--- src/rtl/uart_sensor_rx_pkg.sv ---
// uart_sensor_rx_pkg: shared state encoding, status tag, detector bit indices, default rates
package uart_sensor_rx_pkg;
  typedef enum logic [2:0] {IDLE = 3'd0, START = 3'd1, DATA = 3'd2, STOP = 3'd3, BREAK = 3'd4} rx_state_e;
  localparam logic [3:0] STATUS_TAG = 4'hA;
  localparam int FRONT_BIT = 3;
  localparam int BACK_BIT = 2;
  localparam int LEFT_BIT = 1;
  localparam int RIGHT_BIT = 0;
  localparam int DEF_CLK_FREQ = 100_000_000;
  localparam int DEF_BAUD = 9600;
  localparam int DEF_LINK_TIMEOUT = 10_000_000;
  function automatic logic is_status(input logic [7:0] b);
    return b[7:4] == STATUS_TAG;
  endfunction
endpackage

--- src/rtl/uart_sensor_rx_if.sv ---
// uart_sensor_rx_if: serial rx line in, received byte/pulses/detector flags/link_alive out
interface uart_sensor_rx_if;
  logic rx;
  logic [7:0] rx_data;
  logic byte_valid;
  logic frame_error;
  logic front_detector;
  logic back_detector;
  logic left_detector;
  logic right_detector;
  logic link_alive;
  modport slave (input rx, output rx_data, byte_valid, frame_error, front_detector, back_detector, left_detector, right_detector, link_alive);
  modport master (output rx, input rx_data, byte_valid, frame_error, front_detector, back_detector, left_detector, right_detector, link_alive);
endinterface

--- src/rtl/uart_sensor_rx_core.sv ---
// uart_sensor_rx_core: 2-FF synchroniser + 8N1 bit FSM; byte_done_o/byte_o give the byte one cycle ahead of byte_valid_o
module uart_sensor_rx_core
  import uart_sensor_rx_pkg::*;
#(
  parameter int CLKS_PER_BIT = 16
) (
  input  logic       clk,
  input  logic       rst,
  input  logic       rx_i,
  output logic [7:0] rx_data_o,
  output logic       byte_valid_o,
  output logic       frame_error_o,
  output logic       byte_done_o,
  output logic [7:0] byte_o
);
  localparam int CW = $clog2(CLKS_PER_BIT);
  localparam logic [CW-1:0] FULL = CW'(CLKS_PER_BIT - 1);
  localparam logic [CW-1:0] HALF = CW'(CLKS_PER_BIT / 2 - 1);
  rx_state_e state_q, state_d;
  logic meta_q, rx_s_q;
  logic [CW-1:0] cnt_q, cnt_d;
  logic [2:0] idx_q, idx_d;
  logic [7:0] shift_q, shift_d, rx_data_q, rx_data_d;
  logic bv_q, bv_d, fe_q, fe_d, tick;
  assign tick = cnt_q == (state_q == START ? HALF : FULL);
  always_ff @(posedge clk or posedge rst)
    if (rst) begin
      {meta_q, rx_s_q} <= 2'b11;
      state_q <= IDLE;
      cnt_q <= '0;
      idx_q <= '0;
      shift_q <= '0;
      rx_data_q <= '0;
      bv_q <= 1'b0;
      fe_q <= 1'b0;
    end else begin
      {meta_q, rx_s_q} <= {rx_i, meta_q};
      state_q <= state_d;
      cnt_q <= cnt_d;
      idx_q <= idx_d;
      shift_q <= shift_d;
      rx_data_q <= rx_data_d;
      bv_q <= bv_d;
      fe_q <= fe_d;
    end
  always_comb begin
    state_d = state_q;
    case (state_q)
      IDLE:    state_d = rx_s_q ? IDLE : START;
      START:   state_d = tick ? (rx_s_q ? IDLE : DATA) : START;
      DATA:    state_d = (tick && idx_q == 3'd7) ? STOP : DATA;
      STOP:    state_d = tick ? (rx_s_q ? IDLE : BREAK) : STOP;
      BREAK:   state_d = rx_s_q ? IDLE : BREAK;
      default: state_d = IDLE;
    endcase
  end
  always_comb begin
    cnt_d = (state_q inside {START, DATA, STOP}) && !tick ? cnt_q + CW'(1) : '0;
    idx_d = state_q == DATA ? idx_q + {2'b00, tick} : '0;
    shift_d = (state_q == DATA && tick) ? {rx_s_q, shift_q[7:1]} : shift_q;
    byte_done_o = state_q == STOP && tick && rx_s_q;
    fe_d = state_q == STOP && tick && !rx_s_q;
    bv_d = byte_done_o;
    rx_data_d = byte_done_o ? shift_q : rx_data_q;
  end
  assign byte_o = shift_q;
  assign rx_data_o = rx_data_q;
  assign byte_valid_o = bv_q;
  assign frame_error_o = fe_q;
endmodule

--- src/rtl/uart_sensor_rx.sv ---
// uart_sensor_rx: clk/rst + bus (slave); decodes 0xA? status bytes into detector flags with a fail-safe link watchdog
module uart_sensor_rx
  import uart_sensor_rx_pkg::*;
#(
  parameter int CLK_FREQ = DEF_CLK_FREQ,
  parameter int BAUD = DEF_BAUD,
  parameter int LINK_TIMEOUT = DEF_LINK_TIMEOUT
) (
  input logic clk,
  input logic rst,
  uart_sensor_rx_if.slave bus
);
  localparam int CLKS_PER_BIT = CLK_FREQ / BAUD;
  localparam logic [23:0] TO = 24'(LINK_TIMEOUT);
  logic done, status, timeout;
  logic [7:0] byte_w;
  logic [23:0] wd_q, wd_d;
  logic armed_q, armed_d, link_q, link_d;
  logic [3:0] det_q, det_d;
  uart_sensor_rx_core #(.CLKS_PER_BIT(CLKS_PER_BIT)) u_core (
    .clk(clk),
    .rst(rst),
    .rx_i(bus.rx),
    .rx_data_o(bus.rx_data),
    .byte_valid_o(bus.byte_valid),
    .frame_error_o(bus.frame_error),
    .byte_done_o(done),
    .byte_o(byte_w)
  );
  assign status = done && is_status(byte_w);
  always_ff @(posedge clk or posedge rst)
    if (rst) begin
      wd_q <= '0;
      armed_q <= 1'b0;
      link_q <= 1'b0;
      det_q <= '0;
    end else begin
      wd_q <= wd_d;
      armed_q <= armed_d;
      link_q <= link_d;
      det_q <= det_d;
    end
  always_comb begin
    wd_d = status ? '0 : (armed_q && wd_q != TO ? wd_q + 24'd1 : wd_q);
    timeout = !status && armed_q && wd_d == TO;
    armed_d = armed_q | status;
    link_d = status ? 1'b1 : (timeout ? 1'b0 : link_q);
    det_d = status ? byte_w[3:0] : (timeout ? 4'hF : det_q);
  end
  assign bus.front_detector = det_q[FRONT_BIT];
  assign bus.back_detector = det_q[BACK_BIT];
  assign bus.left_detector = det_q[LEFT_BIT];
  assign bus.right_detector = det_q[RIGHT_BIT];
  assign bus.link_alive = link_q;
endmodule

--- src/flat_wrapper.sv ---
// flat-port wrapper written by rule: the top's interface ports become plain ports
module uart_sensor_rx_flat import uart_sensor_rx_pkg::*;
#(
  parameter int CLK_FREQ = DEF_CLK_FREQ,
  parameter int BAUD = DEF_BAUD,
  parameter int LINK_TIMEOUT = DEF_LINK_TIMEOUT
)
  (clk, rst, bus_rx, bus_rx_data, bus_byte_valid, bus_frame_error, bus_front_detector, bus_back_detector, bus_left_detector, bus_right_detector, bus_link_alive);
  uart_sensor_rx_if bus_i ();
  input logic clk;
  input logic rst;
  input wire logic [$bits(bus_i.rx)-1:0] bus_rx;
  output wire logic [$bits(bus_i.rx_data)-1:0] bus_rx_data;
  output wire logic [$bits(bus_i.byte_valid)-1:0] bus_byte_valid;
  output wire logic [$bits(bus_i.frame_error)-1:0] bus_frame_error;
  output wire logic [$bits(bus_i.front_detector)-1:0] bus_front_detector;
  output wire logic [$bits(bus_i.back_detector)-1:0] bus_back_detector;
  output wire logic [$bits(bus_i.left_detector)-1:0] bus_left_detector;
  output wire logic [$bits(bus_i.right_detector)-1:0] bus_right_detector;
  output wire logic [$bits(bus_i.link_alive)-1:0] bus_link_alive;
  assign bus_i.rx = bus_rx;
  assign bus_rx_data = bus_i.rx_data;
  assign bus_byte_valid = bus_i.byte_valid;
  assign bus_frame_error = bus_i.frame_error;
  assign bus_front_detector = bus_i.front_detector;
  assign bus_back_detector = bus_i.back_detector;
  assign bus_left_detector = bus_i.left_detector;
  assign bus_right_detector = bus_i.right_detector;
  assign bus_link_alive = bus_i.link_alive;
  uart_sensor_rx #(.CLK_FREQ(CLK_FREQ), .BAUD(BAUD), .LINK_TIMEOUT(LINK_TIMEOUT)) u_core (.clk(clk), .rst(rst), .bus(bus_i));
endmodule
--- config.mk ---
export PLATFORM = sky130hd
export DESIGN_NAME = uart_sensor_rx_flat
export DESIGN_NICKNAME = d
export VERILOG_FILES = /design/src/rtl/uart_sensor_rx_pkg.sv /design/src/rtl/uart_sensor_rx_if.sv /design/src/rtl/uart_sensor_rx_core.sv /design/src/rtl/uart_sensor_rx.sv /design/src/flat_wrapper.sv
export SDC_FILE = /design/constraint.sdc
export NUM_CORES = 1
export LEC_CHECK = 0
export ABC_AREA = 1
export BUFFER_PORTS_ARGS = -buffer_cell sky130_fd_sc_hd__buf_2
export CAP_MARGIN = 20
export CELL_PAD_IN_SITES_DETAIL_PLACEMENT = 1
export CELL_PAD_IN_SITES_GLOBAL_PLACEMENT = 2
export CORE_MARGIN = 2
export CORE_UTILIZATION = 29
export CTS_CLUSTER_SIZE = 24
export DETAILED_ROUTE_END_ITERATION = 6
export PLACE_DENSITY_LB_ADDON = 0.1
export SLEW_MARGIN = 20
export SYNTH_ARGS = -nofsm -noshare
export SYNTH_HDL_FRONTEND = slang
export SYNTH_HIERARCHICAL = 1
export SYNTH_SLANG_ARGS = --single-unit
--- constraint.sdc ---
create_clock -name clk -period 6.3 [get_ports clk]
set_input_delay 1.26 -clock clk [delete_from_list [all_inputs] [get_ports clk]]
set_output_delay 1.26 -clock clk [all_outputs]
set_load 0.02 [all_outputs]
==> reports/qor.yml <==
synthMuxAreaShare_pct: 0
worstHoldPathCells: 0
slew_violations: 0
critPathKind: "flip-flop to flip-flop"
grt_pass1_vias: 3688
async_flop_share_pct: 100
synth_top_family_by_area: "simple AND/OR/NAND/NOR gates"
numCtsBuffers: 9
dpl.hpwl_um: 8120
hold_viol: 0
worstRegToRegCells: 16
setup_tns_ps: 0
fin_total_pwr_w: 0.00106
grt_use_total_pct: 16.3
wirelength_um: 10800
post_cts_buffers: 0
slew_headroom_pct: 40.7
cts_root_buf: "clkbuf_16"
multi_input_area_mm2: 0.00190
synth.area.top_cells: "dfrtp_1 (42%), nand2_1 (13%), nand3_1 (7.1%)"
worstSetupStartpoint: "u_core/u_core/state_q[2]$_DFF_PP0_"
worst_pin_slew_ps: 884
rsz0062_at_grt: "false"
coreArea_mm2: 0.0133
met1Wirelength_um: 5100
drive_gt1_share_pct: 15.9
p_leak_nw: 2.40
gr-total-overflow: 0
grt_max_degree: 41
slowest_delay_ps: 580
synth-compound-area-share_pct: 2.72
syn_to_final_growth_pct: 15.0
yosysWarnings: 6
path_cells: "inv_2 -> nand2_2 -> nor2_1 -> nand4_2 -> inv_1 -> nand3_1 -> buf_4 -> nand3_1 -> nand2_1 -> nor2_1 -> nand4_1 -> nor2_1 -> nand3_4 -> nand2_4 -> nand2_1 -> nand2_1"
layout.nets: 558
seqCellArea_mm2: 0.00175
synth.net_count: 539
min-delay-start: "u_core/u_core/meta_q$_DFF_PP1_"
cpMaxStageDelayCell: "nor2_1"
drt_pre_antenna_iters: 4
dr_wl_met3_um: 214
port-buffer-count: 17
yosysSeqAreaShare_pct: 43.8
critPathLaunchType: "flip-flop"
synthTopCellsByCount: "nand2_1 (139), dfrtp_1 (68), inv_1 (63)"
synthAdderAreaFrac_pct: 1.56
final_util_pct: 34.5
path_clk_slew_ps: 60
power_density_mw_per_mm2: 230
fin_crit_sh_pct: 51.5
synth_cells: 531
rows: 42
fp.dieArea_mm2: 0.0148
initial_core_util_pct: 30.0
yosys.area_share.simple_pct: 40.7
peakVddDrop_mv: 0.176
met2_length_um: 5340
clockBufferDepth: 2
antenna_found_initial: 0
post_synth.cell_area_avg_um2: 7.54
fillers: 1654
setup_violations: 0
postCtsHoldBufs: 0
clock-sinks: 70
synth_ff_type: "dfrtp_1"
yosysTopAreaCell: "dfrtp_1"
wire_per_inst_um: 14.8
insertedDiodeCount: 0
status: "completed"
clock.fmax_mhz: 308
synthXorXnorAreaFrac_pct: 2.40
die_h_um: 122
ys_ff_latch: 70
syn-cell-area_mm2: 0.00401
maxCapViolCount: 0
ant_nets: 0
pin_count: 18
vias: 3470
cp-end-kind: "flip-flop"
rr_startpoint: "u_core/u_core/state_q[2]$_DFF_PP0_"
finalCriticalPeriod_ps: 3250
cp_data_arrival_time_ps: 3530
die_x_um: 122
routed.top_layer: "met4"
grt_pass1_wl_um: 18700
gp_congestion: 0.771
synth_enable_flop_cells: 0
fin_skew_ps: 7.19
crit_required_ps: 6580
design_area_mm2: 0.00461
clkLatencyLatePin_ps: 340
path_max_fanout: 35
postPlaceCellArea_mm2: 0.00427
hold_class: "flip-flop to flip-flop"
synth_top_area_share_pct: 42.5
ctsHtreeMaxLevel: 3
synth.distinct_cells: 38
synth.most_common_cell: "nand2_1"
drc: 0
drt-initial-drc-count: 151
cts_tree: "built"
cts_resized: 0
viasPerCell: 4.75
registers in the layout, summed over array words and instances (netlist names), 3 cells and up:
signal,flops
u_core/wd_q,24
u_core/u_core/cnt_q,14
u_core/u_core/byte_o,8
u_core/u_core/rx_data_o,8
u_core/det_q,4
u_core/u_core/idx_q,3
u_core/u_core/state_q,3
metrics by stage:
| stage | instances | hold slack (ps) | worst slack [ps] |
|---|---|---|---|
| after CTS | 731 | 362 | 2970 |
| after floorplan | 531 | 345 | 3710 |
| final | 731 | 360 | 3050 |
| after global routing | 731 | 369 | 2630 |
| after detailed placement | 715 | 359 | 2980 |
| after global placement | 715 | 356 | 3200 |
placed cells by master, fill, tap and decap left out, types with 2 or more instances in the layout:
cell type  instances
ha_1               5
nand3_1           57
nand3_2            2
clkbuf_16          9
nand2_1          139
inv_1             63
nor2_4             4
xor2_1             6
clkbuf_1           2
o21ai_1            2
buf_2             17
nor4_1             2
dfstp_2            2
nand3_4            2
a21oi_2            2
xnor2_1            5
nor2_1            62
or2_2              5
nor2_2            11
nand2_2            7
nand4_1           23
nor3_1            12
o21bai_1           2
nand2_4            4
bufinv_16          3
o21ai_0            6
inv_2              9
buf_4              3
clkinv_1           3
nor3_2             2
a21oi_1            6
dfrtp_1           68
and3_1             2
worst paths after layout:
kind	to	slack, ps
max	u_core/det_q[0]$_DFFE_PP0P_	3050
min	u_core/u_core/rx_s_q$_DFF_PP1_	360
max reg2reg	u_core/det_q[0]$_DFFE_PP0P_	3050
min reg2reg	u_core/u_core/rx_s_q$_DFF_PP1_	360
max in group asynchronous	u_core/u_core/meta_q$_DFF_PP1_	4870
min in group asynchronous	u_core/wd_q[13]$_DFF_PP0_	1010
kinds of logic after synthesis:
| kind of cell | count (synthesis) |
|---|---|
| xor gates and xnor gates | 11 |
| adders and majority gates | 5 |
| DFF | 70 |
| and+or+nand+nor | 338 |
| buffers and inverters | 88 |
| AOI/OAI and AO/OA | 19 |
area by class of cell:
class / count / share of cell area, %
Inverter: 76 / 6.22
Clock buffer: 11 / 5.05
Timing Repair Buffer: 20 / 2.34
Multi-Input combinational cell: 373 / 41.2
Sequential cell: 70 / 38.1
Tap cell: 176 / 4.78
Clock inverter: 5 / 2.31
critical path, delay by kind of cell (launching register included):
kind / cells / cell delay (ps)
buffers and inverters: 3 / 540
flip-flops: 1 / 420
AND/OR/NAND/NOR: 13 / 2230
power by group:
| group | internal, W | switching [W] | total, W |
|---|---|---|---|
| combinational | 0.00000148 | 0.00000969 | 0.0000112 |
| clock | 0.000389 | 0.000206 | 0.000594 |
| sequential | 0.000451 | 0.00000144 | 0.000452 |
per-layer routing:
layer | up-vias | GRT usage, %
met5 | - | 0
met4 | 0 | 6.47
met3 | 13 | 2.57
met2 | 29 | 27.7
met1 | 1698 | 20.9
li1 | 1730 | -
Note: power is estimated with default switching activity, not from simulation.
